## src/rtl/slow_tick_phase_sequencer.sv

```systemverilog
// Intersection phase sequencer driven by ticks recovered from the divided slow clock,
// with a latched pedestrian walk request and a watchdog that forces a sticky all-red fault.
module slow_tick_phase_sequencer #(
    parameter int GREEN_S     = 10,
    parameter int YELLOW_S    = 3,
    parameter int ALLRED_S    = 1,
    parameter int WALK_S      = 15,
    parameter int WDOG_CYCLES = 150_000_000
) (
    input  logic       CLK100MHZ,
    input  logic       reset,
    input  logic       slowClk,
    input  logic       walkReq,
    output logic [2:0] nsLight,
    output logic [2:0] ewLight,
    output logic       walkOn,
    output logic [5:0] secRemaining,
    output logic       tick,
    output logic       fault
);

    function automatic logic [5:0] dur(input int s);
        return (s < 1) ? 6'd1 : 6'(s);
    endfunction

    localparam logic [5:0]  GREEN_D   = dur(GREEN_S);
    localparam logic [5:0]  YELLOW_D  = dur(YELLOW_S);
    localparam logic [5:0]  ALLRED_D  = dur(ALLRED_S);
    localparam logic [5:0]  WALK_D    = dur((WALK_S > GREEN_S) ? WALK_S : GREEN_S);
    localparam logic [27:0] WDOG_LAST = 28'(WDOG_CYCLES - 1);

    localparam logic [2:0] LT_RED = 3'b100;
    localparam logic [2:0] LT_YEL = 3'b010;
    localparam logic [2:0] LT_GRN = 3'b001;

    typedef enum logic [2:0] {
        ALLRED_A  = 3'd0,
        NS_GREEN  = 3'd1,
        NS_YELLOW = 3'd2,
        ALLRED_B  = 3'd3,
        EW_GREEN  = 3'd4,
        EW_YELLOW = 3'd5
    } phase_e;

    logic        s1_q, s2_q, prev_q, prev_d;
    logic [1:0]  vld_q;
    logic        tick_q, tick_d;
    logic [27:0] wdog_q, wdog_d;
    logic        fault_q, fault_d;
    phase_e      state_q, state_d;
    logic [5:0]  sec_q, sec_d;
    logic        latch_q, latch_d;
    logic        walk_on_q, walk_on_d;
    logic        consume_s;
    logic [2:0]  ns_q, ns_d, ew_q, ew_d;

    // Next-state logic: edge detect, watchdog, phase sequencing and light decode.
    always_comb begin
        // prev only follows s2 once s2 holds a real sample, so a high slowClk at release is no edge
        prev_d    = vld_q[1] ? s2_q : prev_q;
        tick_d    = s2_q & ~prev_q;
        wdog_d    = tick_d ? 28'd0 : (fault_q ? wdog_q : wdog_q + 28'd1);
        fault_d   = fault_q | (wdog_d == WDOG_LAST);
        state_d   = state_q;
        sec_d     = sec_q;
        walk_on_d = walk_on_q;
        consume_s = 1'b0;
        ns_d      = LT_RED;
        ew_d      = LT_RED;

        if (tick_q && !fault_q) begin
            if (sec_q > 6'd1) begin
                sec_d = sec_q - 6'd1;
            end else begin
                case (state_q)
                    ALLRED_A: begin
                        state_d = NS_GREEN;
                        if (latch_q) begin
                            consume_s = 1'b1;
                            sec_d     = WALK_D;
                            walk_on_d = 1'b1;
                        end else begin
                            sec_d     = GREEN_D;
                            walk_on_d = 1'b0;
                        end
                    end
                    NS_GREEN: begin
                        state_d   = NS_YELLOW;
                        sec_d     = YELLOW_D;
                        walk_on_d = 1'b0;
                    end
                    NS_YELLOW: begin
                        state_d = ALLRED_B;
                        sec_d   = ALLRED_D;
                    end
                    ALLRED_B: begin
                        state_d = EW_GREEN;
                        sec_d   = GREEN_D;
                    end
                    EW_GREEN: begin
                        state_d = EW_YELLOW;
                        sec_d   = YELLOW_D;
                    end
                    EW_YELLOW: begin
                        state_d = ALLRED_A;
                        sec_d   = ALLRED_D;
                    end
                    default: begin
                        state_d   = ALLRED_A;
                        sec_d     = ALLRED_D;
                        walk_on_d = 1'b0;
                    end
                endcase
            end
        end else begin
            state_d = state_q;
        end

        // a fresh request outranks the consume so it is served on the following round
        latch_d = walkReq | (latch_q & ~consume_s);

        case (state_d)
            NS_GREEN:  ns_d = LT_GRN;
            NS_YELLOW: ns_d = LT_YEL;
            EW_GREEN:  ew_d = LT_GRN;
            EW_YELLOW: ew_d = LT_YEL;
            default: begin
                ns_d = LT_RED;
                ew_d = LT_RED;
            end
        endcase

        if (fault_d) begin
            state_d   = state_q;
            sec_d     = 6'd0;
            walk_on_d = 1'b0;
            ns_d      = LT_RED;
            ew_d      = LT_RED;
        end else begin
            walk_on_d = walk_on_d;
        end
    end

    // State registers with asynchronous active-high reset.
    always_ff @(posedge CLK100MHZ or posedge reset) begin
        if (reset) begin
            s1_q      <= 1'b0;
            s2_q      <= 1'b0;
            prev_q    <= 1'b1;
            vld_q     <= 2'b00;
            tick_q    <= 1'b0;
            wdog_q    <= 28'd0;
            fault_q   <= 1'b0;
            state_q   <= ALLRED_A;
            sec_q     <= ALLRED_D;
            latch_q   <= 1'b0;
            walk_on_q <= 1'b0;
            ns_q      <= LT_RED;
            ew_q      <= LT_RED;
        end else begin
            s1_q      <= slowClk;
            s2_q      <= s1_q;
            prev_q    <= prev_d;
            vld_q     <= {vld_q[0], 1'b1};
            tick_q    <= tick_d;
            wdog_q    <= wdog_d;
            fault_q   <= fault_d;
            state_q   <= state_d;
            sec_q     <= sec_d;
            latch_q   <= latch_d;
            walk_on_q <= walk_on_d;
            ns_q      <= ns_d;
            ew_q      <= ew_d;
        end
    end

    assign nsLight      = ns_q;
    assign ewLight      = ew_q;
    assign walkOn       = walk_on_q;
    assign secRemaining = sec_q;
    assign tick         = tick_q;
    assign fault        = fault_q;

endmodule
```

## config.mk

```make
export PLATFORM = sky130hd
export DESIGN_NAME = slow_tick_phase_sequencer
export DESIGN_NICKNAME = d
export VERILOG_FILES = /design/src/rtl/slow_tick_phase_sequencer.sv
export SDC_FILE = /design/constraint.sdc
export NUM_CORES = 1
export LEC_CHECK = 0
export ABC_AREA = 1
export CORE_MARGIN = 5
export CORE_UTILIZATION = 64
export DETAILED_ROUTE_END_ITERATION = 16
export PLACE_DENSITY = 0.85
export SLEW_MARGIN = 10
export SYNTH_ARGS = -nofsm -noshare
export SYNTH_HDL_FRONTEND = slang
export SYNTH_SLANG_ARGS = --single-unit
```

## constraint.sdc

```tcl
create_clock -name CLK100MHZ -period 4 [get_ports CLK100MHZ]
set_clock_uncertainty 0.15 [all_clocks]
set_input_delay 0.8 -clock CLK100MHZ [delete_from_list [all_inputs] [get_ports CLK100MHZ]]
set_output_delay 0.8 -clock CLK100MHZ [all_outputs]
set_load 0.01 [all_outputs]
```

-- Yosys cells after proc, flatten, opt, wreduce, memory -nomap -nowiden
Cells that the tools add are included.
- register bits: 52
- output and inout bits: 15
- word-level logic and storage cells: 63
- $add $sub $neg: 2
- magnitude comparators: 1
- equal/unequal tests: 12
- multiplexer cells: 22
- bitwise gates (word level): 6
- reductions and logical operators: 7
- operator list (operator ; number):
    two-way mux 28 bit ; 2
    adder 28 x 1 -> 28 bit, second input constant ; 1
    equality test 28 bit, second input constant ; 1
    two-way mux 6 bit ; 3
    case mux 6 bit (3 select lines) ; 1
    two-way mux 3 bit ; 5
    case mux 3 bit (5 select lines) ; 1
    equality test 3 bit, second input constant ; 4
    case mux 3 bit (2 select lines) ; 2
    equality test 3 x 2 -> 1 bit, second input constant ; 3
    two-way mux 1 bit ; 7
    equality test 3 x 1 -> 1 bit, second input constant ; 2
    greater-than comparator 6 x 1 -> 1 bit, second input constant ; 1
    subtractor 6 x 1 -> 6 bit, second input constant ; 1
    OR reduction 4 bit ; 1
    logical NOT 3 bit ; 1
    AND reduction 3 bit ; 1
    bitwise AND 1 bit ; 2
    inequality test 2 x 1 -> 1 bit, second input constant ; 1
    inequality test 2 bit, second input constant ; 1
    NOT 1 bit ; 2
    OR 1 bit ; 2
    case mux 1 bit (2 select lines) ; 1
    nonzero test 2 bit ; 1
    other kinds (3) ; 3

-- Longest topological paths before layout
Gate-level depths: netlist (run 1).
- depth in word-level cells: 7
- gate-level depth with buffers: 18
- mapped depth without buffers: 16

-- Worst setup path before layout (run 1)
No wires, ideal clock.
- path kind: register -> register
- start: register sec_q[0], in the netlist secRemaining[0]
- end: register ns_q[2], in the netlist nsLight[2]
- setup time: 0.086 ns
- arrival: 2.078 ns
- data required time: 3.764 ns
- slack: 1.685 ns
- cell stages (with the launch flop): 13
- buffers on the path: 0
- cells stage by stage: dfstp_2 > inv_1 > ha_1 > o211ai_1 > inv_1 > nand2_1 > nor2_1 > o22ai_1 > inv_1 > nor2_1 > nand2_1 > nand2_1 > nand3_1
- word-level cells in the longest chain between the ends: 6
- elaborated cells between the ends (all ways): 7
- those cells by class: order compare: 1; eq/ne: 2; mux: 4
- ends and longest elaborated chain (element ; RTL line ; source):
    from (decl) ; 51 ; logic [5:0] sec_q, sec_d;
    from (signal assigned) ; 155 ; sec_q <= ALLRED_D;
    from (signal assigned) ; 169 ; sec_q <= sec_d;
    greater-than comparator 6 x 1 -> 1 bit (*) ; 72 ; if (sec_q > 6'd1) begin
    two-way mux 3 bit (*) ; 72 ;
    two-way mux 3 bit (*) ; 71 ; if (tick_q && !fault_q) begin
    equality test 3 x 2 -> 1 bit or equality test 3 x 1 -> 1 bit (tied branches) ; 122 ; case (state_d)
    case mux 3 bit (2 select lines) (*) ; 122 ;
    two-way mux 3 bit (*) ; 133 ; if (fault_d) begin
    named net ns_d[2] ; 55 ; logic [2:0] ns_q, ns_d, ew_q, ew_d;
    to (signal assigned) ; 172 ; ns_q <= ns_d;
    to (decl) ; 55 ;
Mark *: on every way through the listed nets, which the timed path passes. The rest lies on a longest branch.
A chain may end at the register's enable or synchronous reset.

-- Worst setup path in the final report (run 1)
- start: register prev_q
- end: register state_q[0]
- word-level cells in the longest chain between the ends: 5
- ends and longest elaborated chain (element ; RTL line ; source):
    from (decl) ; 45 ; logic s1_q, s2_q, prev_q, prev_d;
    from (signal assigned) ; 163 ; prev_q <= prev_d;
    NOT 1 bit ; 61 ; tick_d = s2_q & ~prev_q;
    bitwise AND 1 bit ; 61 ;
    two-way mux 28 bit ; 62 ; wdog_d = tick_d ? 28'd0 : (fault_q ? wdog_q : wdog_q + 28'd1);
    named net wdog_d[2] ; 48 ; logic [27:0] wdog_q, wdog_d;
    equality test 28 bit ; 63 ; fault_d = fault_q | (wdog_d == WDOG_LAST);
    OR 1 bit ; 63 ;
    to (signal assigned) ; 168 ; state_q <= state_d;
    to (decl) ; 50 ; phase_e state_q, state_d;
The timed path passes the listed nets, and every way through them passes these cells.

==> reports/summary.md, run 1 <==
Setup slack on the worst reg-to-reg path comes out at 1.09 ns. The static power due to leakage was 1.65 nW. Global routing consumed, over all layers together, 23.4% of the routing resources. Dividing the detail-routed wire length by the instance count gives 13.1 um. For the finished layout, the period the worst path requires is 2.91 ns.

The tools report the cell area after synthesis as 3070 um^2. The post-route netlist has 10.5% of its cells at a drive strength greater than 1. Once layout is done, the placed cells without fillers occupy 3360 um^2.

The mean number of vias per cell is 5.47, and the number of hold-slack violations in the final timing report is 0. Cell at the slowest stage of the critical path: nand2_1. The run finished with clean final reports.

The total setup violations reported at the end of the flow is 0. The count of flip-flops with a built-in enable after synthesis was 0. The most frequent cell on the critical path is nand2_1.

The combinational group share of total power was 34.1%. The fraction of synthesized cell area taken by the top area cell type works out to 39.2%. Summing all placed instances gives a cell area of 3270 um^2. Most instantiated library cell after synthesis: nand2_1. The critical setup path kind is reg -> reg.

For the DRC marker count from the first detailed-route iteration, the log shows 136. Headroom to the max-slew limit came out at 30.3%. The number of top-level pins is 19, and the post-layout net count is 453. Counting flops with an async set or reset pin after synthesis yields a share of 100%. The max-slew violation total from the final report came out at 0.

For the area of the core, the log shows 4690 um^2. The number of buffers and inverters on the critical path was 1. For this run, the top clock speed supported by timing is 0.344 GHz. The biggest cell delay along the critical path was 0.58 ns. The nature of the critical path endpoint was a register. The gate count of the mapped netlist is 428, and the wire length reported by the detailed router is 6560 um. The clock passes through at most 2 buffers.

For the count of distinct cell types in the synthesized netlist, the log shows 31. Kind of path behind the tightest hold check: reg -> reg. The tool flagged a number of max-cap violations equal to 0. Summed over all layers, the global routing overflow is 0. TritonCTS built the clock tree. For the pin with the worst max-slew slack, the measured transition is 1.04 ns.

In the finished design, the share of the clock period the worst path needs comes to 72.8%. The fraction of power spent switching nets is 35.9%, and the via count of the first global-routing pass is 2681. Per report_power, the sequential group accounts for 46.3% of the total.

Relative to the synthesized area, the layout overhead comes to 9.59%. The worst-case IR drop observed on VDD is 0.417 mV. Entering global routing, the biggest net connects 53 pins. The repair_antennas step left the layout with diodes totalling 0.

After detailed routing, the number of remaining DRC violations is 0. In the post-synthesis netlist, the biggest area contributors are dfrtp_1 39%, nand2_1 13%, inv_1 8.6%. Power spread over the standard cell area amounts to 461 nW/um^2.

The synthesized net count came out at 435. For the worst path required time, the log shows 4.10 ns. Setup repair after global routing left no endpoint under its margin. Flip-flop cell with the highest count after synthesis: dfrtp_1. Of all cell types, the one taking the most synthesized area is dfrtp_1. The count of state elements after synthesis is 52. From bottom edge to top edge, the die measures 79.2 um.

Cell internal power was estimated by the tool at 0.000992 W. Counting instances in the post-synthesis netlist gives the leading cell types as 106 x nand2_1, 70 x inv_1, 63 x nor2_1. For the final routed database, the setup TNS stands at 0 ns. Once the clock tree was built, the setup fixing pass inserted 0 buffers. Among cell families on the critical path, the largest total delay comes from simple AND/OR/NAND/NOR gates.

The hold buffer count at cts is 0, and the number of CTS-inserted buffers is 5. For the post-detailed-route count of antenna-violating nets, the log shows 0. Traced cell by cell, the critical path runs through inv_1 > nand2_1 > o21ai_0 > nor2_1 > nand2_1 > nor2_1 > nand2_1 > nor2_1 > nand2_1 > nor2_1 > nand3_2 > nand2_2 > nand2_1 > nand2_1. The routed layout has 2740 vias. Port buffer count: 18. For the worst setup path, the data arrival time is 3.01 ns.

Number of antenna violations at the first check in global routing: 0. The synthesized area divided by synthesized cell count is 7.16 um^2. The post-cts resize count is 0. The first global-routing pass estimated 11700 um of wire. The clock slew at the register clock pins of the worst setup and hold paths was 0.10 ns; the reported net switching power was 0.000556 W.

The floorplan step set the die width to 79.2 um. For this run, the register share of the synthesized area comes to 42.6%. The later pin in the worst-skew pair is clocked with a latency of 0.31 ns. The number of warnings reported in the yosys synthesis log was 0; the global placement routability congestion was 0.912.

The wire-length estimate of the detail-placed layout is 4870 um. Before antenna repair, the detailed router went through 4 iterations. The run gives 19.6% as the share of total power in the clock network. Along the worst path, the maximum fanout reaches 24. STA classifies the critical path startpoint as a register. The run gives 2 as the H-tree depth reported by CTS. Clock tree synthesis found a total of 52 sinks.

The number of core rows is 25. The tree is rooted in a clkbuf_8. The effective utilization at floorplan is 65.3%, and the area enclosed by the die boundary is 6270 um^2.
-- metrics by stage --
step	util, %	total power, W	worst slack [ns]	instances	hold WS [ns]
CTS	71.6	0.00156	1.09	501	0.210
finish	71.6	0.00155	1.09	501	0.208
detailed placement	69.6	0.00125	1.11	493	0.187
floorplan	-	0.00105	1.69	428	0.181
global placement	69.6	0.00123	1.21	493	0.183
global route	71.6	0.00166	0.718	501	0.228
-- logic make-up (layout without fill, tap and decap cells) --
kind of cell             after synthesis  after routing  share of synthesized area (%)
AND/OR/NAND/NOR                      263            263                           39.7
buffers and inverters                 80             99                           10.5
flip-flops                            52             52                           42.6
AO/OA/AOI/OAI                         24             24                           4.41
XOR/XNOR                               5              5                           1.43
adder cells (fa/ha/maj)                3              3                           1.22
other                                  1              1                          0.122
-- area by class of cell --
class / count / area [um^2]
clock buffers: 5 / 68.8
well taps: 54 / 67.6
clock inverters: 3 / 23.8
repair buffers: 18 / 180
fillers: 388 / 1330
inverters: 73 / 277
flip-flops and latches: 52 / 1310
multi-input cells: 296 / 1440
-- worst register-to-register path, stage by stage, from the launching register on --
cell	delay, ns
dfstp_2	0.53
inv_1	0.04
nand2_1	0.58
o21ai_0	0.20
nor2_1	0.19
nand2_1	0.07
nor2_1	0.08
nand2_1	0.05
nor2_1	0.10
nand2_1	0.06
nor2_1	0.13
nand3_2	0.22
nand2_2	0.30
nand2_1	0.08
nand2_1	0.07
-- placed cells by master (no fill, tap or decap), drive strengths merged, types with 3 or more instances in the layout --
master,netlist,layout
nand2,118,118
nor2,78,78
inv,73,73
dfrtp,48,48
nand3,47,47
clkdlybuf4s50,0,18
nand4,12,12
o21ai,12,12
a21oi,6,6
clkbuf,1,5
nor3,4,4
dfstp,4,4
xnor2,3,3
ha,3,3
-- registers in the layout (all words and copies together), names as in the netlist --
register and cells:
wdog_q 28, walkOn 1, s1_q 1, fault 1, s2_q 1, ewLight 3
latch_q 1, prev_q 1, tick 1, vld_q 2, state_q 3, secRemaining 6
nsLight 3
-- routing by layer --
metal  vias to the layer above  GRT usage [%]  wire length (um)
met4                         0           10.8               198
met1                      1284           27.2              2760
met2                        65           40.9              3290
met5                         -              0                 0
met3                        20           5.33               302
li1                       1371              -                 -
-- final timing paths --
path,start,end,cells past startpoint
worst max-delay path,prev_q$_DFFE_PP1P_,state_q[0]$_DFFE_PP0P_,14
worst min-delay path,s1_q$_DFF_PP0_,s2_q$_DFF_PP0_,0
worst max register to register,prev_q$_DFFE_PP1P_,state_q[0]$_DFFE_PP0P_,14
worst min register to register,s1_q$_DFF_PP0_,s2_q$_DFF_PP0_,0
max in group asynchronous,reset,wdog_q[18]$_DFF_PP0_,2
min in group asynchronous,reset,ewLight[0]$_DFF_PP0_,2
-- power groups by stage --
stage / clock, W / combinational (W) / sequential [W]
floorplan: 0 / 0.000320 / 0.000727
global route: 0.000330 / 0.000601 / 0.000732
global placement: 0 / 0.000508 / 0.000722
detailed placement: 0 / 0.000526 / 0.000725
CTS: 0.000313 / 0.000530 / 0.000716
finish: 0.000303 / 0.000528 / 0.000717
Power figures use the tool's default switching activity.
==> run 2, diff against run 1 <==
--- a/config.mk
+++ b/config.mk
@@ -7,9 +7,9 @@
 export LEC_CHECK = 0
 export ABC_AREA = 1
 export CORE_MARGIN = 5
-export CORE_UTILIZATION = 64
+export CORE_UTILIZATION = 54
 export DETAILED_ROUTE_END_ITERATION = 16
-export PLACE_DENSITY = 0.85
+export PLACE_DENSITY = 0.76
 export SLEW_MARGIN = 10
 export SYNTH_ARGS = -nofsm -noshare
 export SYNTH_HDL_FRONTEND = slang
==> constraint.sdc (replaced) <==
create_clock -name CLK100MHZ -period 2.6 [get_ports CLK100MHZ]
set_clock_uncertainty 0.15 [all_clocks]
set_input_delay 0.52 -clock CLK100MHZ [delete_from_list [all_inputs] [get_ports CLK100MHZ]]
set_output_delay 0.52 -clock CLK100MHZ [all_outputs]
set_load 0.01 [all_outputs]
==> run 2 against run 1 <==
Clock power up 61%; combinational power up 58%; critical path type unchanged; routed wire length up 2.2%; global-route usage down 3.6 points; cell count up 4.8%; total power up 57%; hold slack about the same.
==> reports/summary.md, run 2 (synthesis gave the netlist of run 1 again) <==
Mean number of vias per cell: 5.14. The average wire per standard cell came out at 12.8 um. Entering global routing, the biggest net connects 53 pins. After detailed routing, the total wire length is 6700 um. The flow ran to the end, and the final reports show no timing, DRC or antenna violations. For this design the ratio of total power to cell area is 704 nW/um^2. The register with the most flip-flops in the final layout is wdog_q.

Clock-pin slew was measured on the worst setup and hold paths at 0.10 ns. The run gives 0 as the residual overflow from global routing. Traced cell by cell, the critical path runs through ha_1 > nand2_2 > nor2_4 > nand3_2 > nor2_1 > nand3_1 > nand3_1 > nand3_1 > nor2_1 > nand3_2 > buf_4 > nand4_1 > nand2_1.

The library cells used most frequently in the layout, excluding fill and tap cells, are 105 x nand2_1, 69 x inv_1, 63 x nor2_1. Leaving out fill and tap cells, the most frequent cell in the layout is nand2_1. For the DRC marker count from the first detailed-route iteration, the log shows 204.

The global placement routability congestion is 0.865. The most frequent cell on the critical path is nand3_1. The share of the clock period used by the worst path after layout is 88.8%. With fillers left out, the area of the finished cells amounts to 3450 um^2. Once the clock tree was built, the setup fixing pass inserted 0 buffers. The number of top-level pins is 19, and the width of the die is 85.3 um. The H-tree depth reported by CTS is 2, and the post-detailed-placement cell area is 3350 um^2. Global routing used 19.8% of the available tracks across all layers.

The register with the most flip-flops in the layout has 28 of them. The nature of the critical path endpoint was a register. The logs give 0 for the number of antenna violations at the first check in global routing and 459 for the post-layout net count. The share of cells above drive strength 1 was 12.1%.

The number of buffers between clock root and the deepest sink is 2, and the number of hold-slack violations in the final timing report is 0. TritonCTS built the clock tree. For the worst-skew pair, the clock arrives at the later sink with an insertion delay of 0.31 ns.

The final routed DRC violation total is 0, and the highest attainable clock frequency is 0.433 GHz. After floorplanning, the core was sized to cover 5510 um^2. The worst hold path belongs to the class reg -> reg. Once the floorplan was initialized, standard cells occupied 55.7% of the core.

Setup repair after global routing left no endpoint under its margin. The worst setup path is launched from a register. The number of buffers and inverters on the critical path came out at 1. 0 antenna diodes ended up in the layout.

At the worst endpoint, the required time is 2.65 ns. The maximum vdd drop is 0.654 mV. The number of core rows is 27, and the clock period minus worst slack is 2.31 ns. Biggest cell delay along the critical path: 0.41 ns. Along the worst path, the maximum fanout reaches 11. The post-cts resize count is 0, and the static power due to leakage is 1.69 nW. Setup violations remaining at the end of the flow were counted as 0. For this block, the via count after detailed routing is 2696.

Vertical die dimension: 85.3 um. The first detailed-routing pass took 4 iterations. The tools report the clock root buffer as clkbuf_8. Counting every sink on the clock net gives 52. The first-pass GRT wire length was 11700 um. The largest individual stage delay along the critical path comes from the cell dfrtp_1.

Once detail routing completed, the nets flagged for antenna violations numbered 0. The wire-length estimate of the detail-placed layout is 5020 um. The max-slew violation total from the final report is 0.

The critical path in this run is classified as reg -> reg. Port buffer count: 18. The layout-stage area growth over the synthesis result was 12.4%.

The logs give 2.36 ns for the worst endpoint data arrival time and 7280 um^2 for the area enclosed by the die boundary. Buffers inserted during clock tree synthesis total 5. The run gives 0 as the hold buffer count at cts.

The number of maximum-capacitance violations was 0. For the final routed database, the setup TNS stands at 0 ns. The via count of the first global-routing pass was 2579. The cell family with the largest share of critical-path delay was simple AND/OR/NAND/NOR gates.
-- run 2: path summary, 6_finish.rpt --
kind                                      from                           to  slack, ns  cells past startpoint
max                        wdog_q[0]$_DFF_PP0_  secRemaining[2]$_DFFE_PP0P_       0.29                     13
min                         vld_q[0]$_DFF_PP0_           vld_q[1]$_DFF_PP0_       0.21                      0
max reg2reg                wdog_q[0]$_DFF_PP0_  secRemaining[2]$_DFFE_PP0P_       0.29                     13
min reg2reg                 vld_q[0]$_DFF_PP0_           vld_q[1]$_DFF_PP0_       0.21                      0
max in group asynchronous                reset  secRemaining[0]$_DFFE_PP1P_       1.61                      3
min in group asynchronous                reset         wdog_q[14]$_DFF_PP0_       0.40                      3
-- run 2: final cells by class --
type	instances	area, um^2
Clock buffer	5	68.8
Clock inverter	3	22.5
Fill cell	497	2060
Inverter	73	277
Multi-Input combinational cell	296	1450
Sequential cell	52	1310
Tap cell	72	90.1
Timing Repair Buffer	24	238
-- run 2: metrics by stage --
stage	utilization [%]	hold WS [ns]	cells	setup WS [ns]	total power, W
detailed placement	60.8	0.186	517	0.164	0.00195
floorplan	-	0.181	428	0.285	0.00161
finish	62.6	0.208	525	0.290	0.00243
global placement	60.8	0.182	517	0.224	0.00192
global route	62.6	0.219	525	0.0459	0.00262
CTS	62.4	0.211	525	0.158	0.00243
-- run 2: power by group --
part	total, W	internal (W)	switching, W
Sequential	0.00110	0.000960	0.000144
Combinational	0.000836	0.000393	0.000443
Clock	0.000488	0.000194	0.000294
-- run 2: worst register-to-register path, cell delays in order (launching register included) --
cell,delay [ns]
dfrtp_1,0.41
ha_1,0.23
nand2_2,0.11
nor2_4,0.16
nand3_2,0.12
nor2_1,0.18
nand3_1,0.10
nand3_1,0.11
nand3_1,0.09
nor2_1,0.11
nand3_2,0.09
buf_4,0.18
nand4_1,0.07
nand2_1,0.07
-- run 2: metal layers --
layer | vias up | track usage, % | wire length [um]
met5 | - | 0 | 0
li1 | 1376 | - | -
met2 | 62 | 33.0 | 3240
met4 | 0 | 5.76 | 99
met1 | 1247 | 26.3 | 3090
met3 | 11 | 3.79 | 277
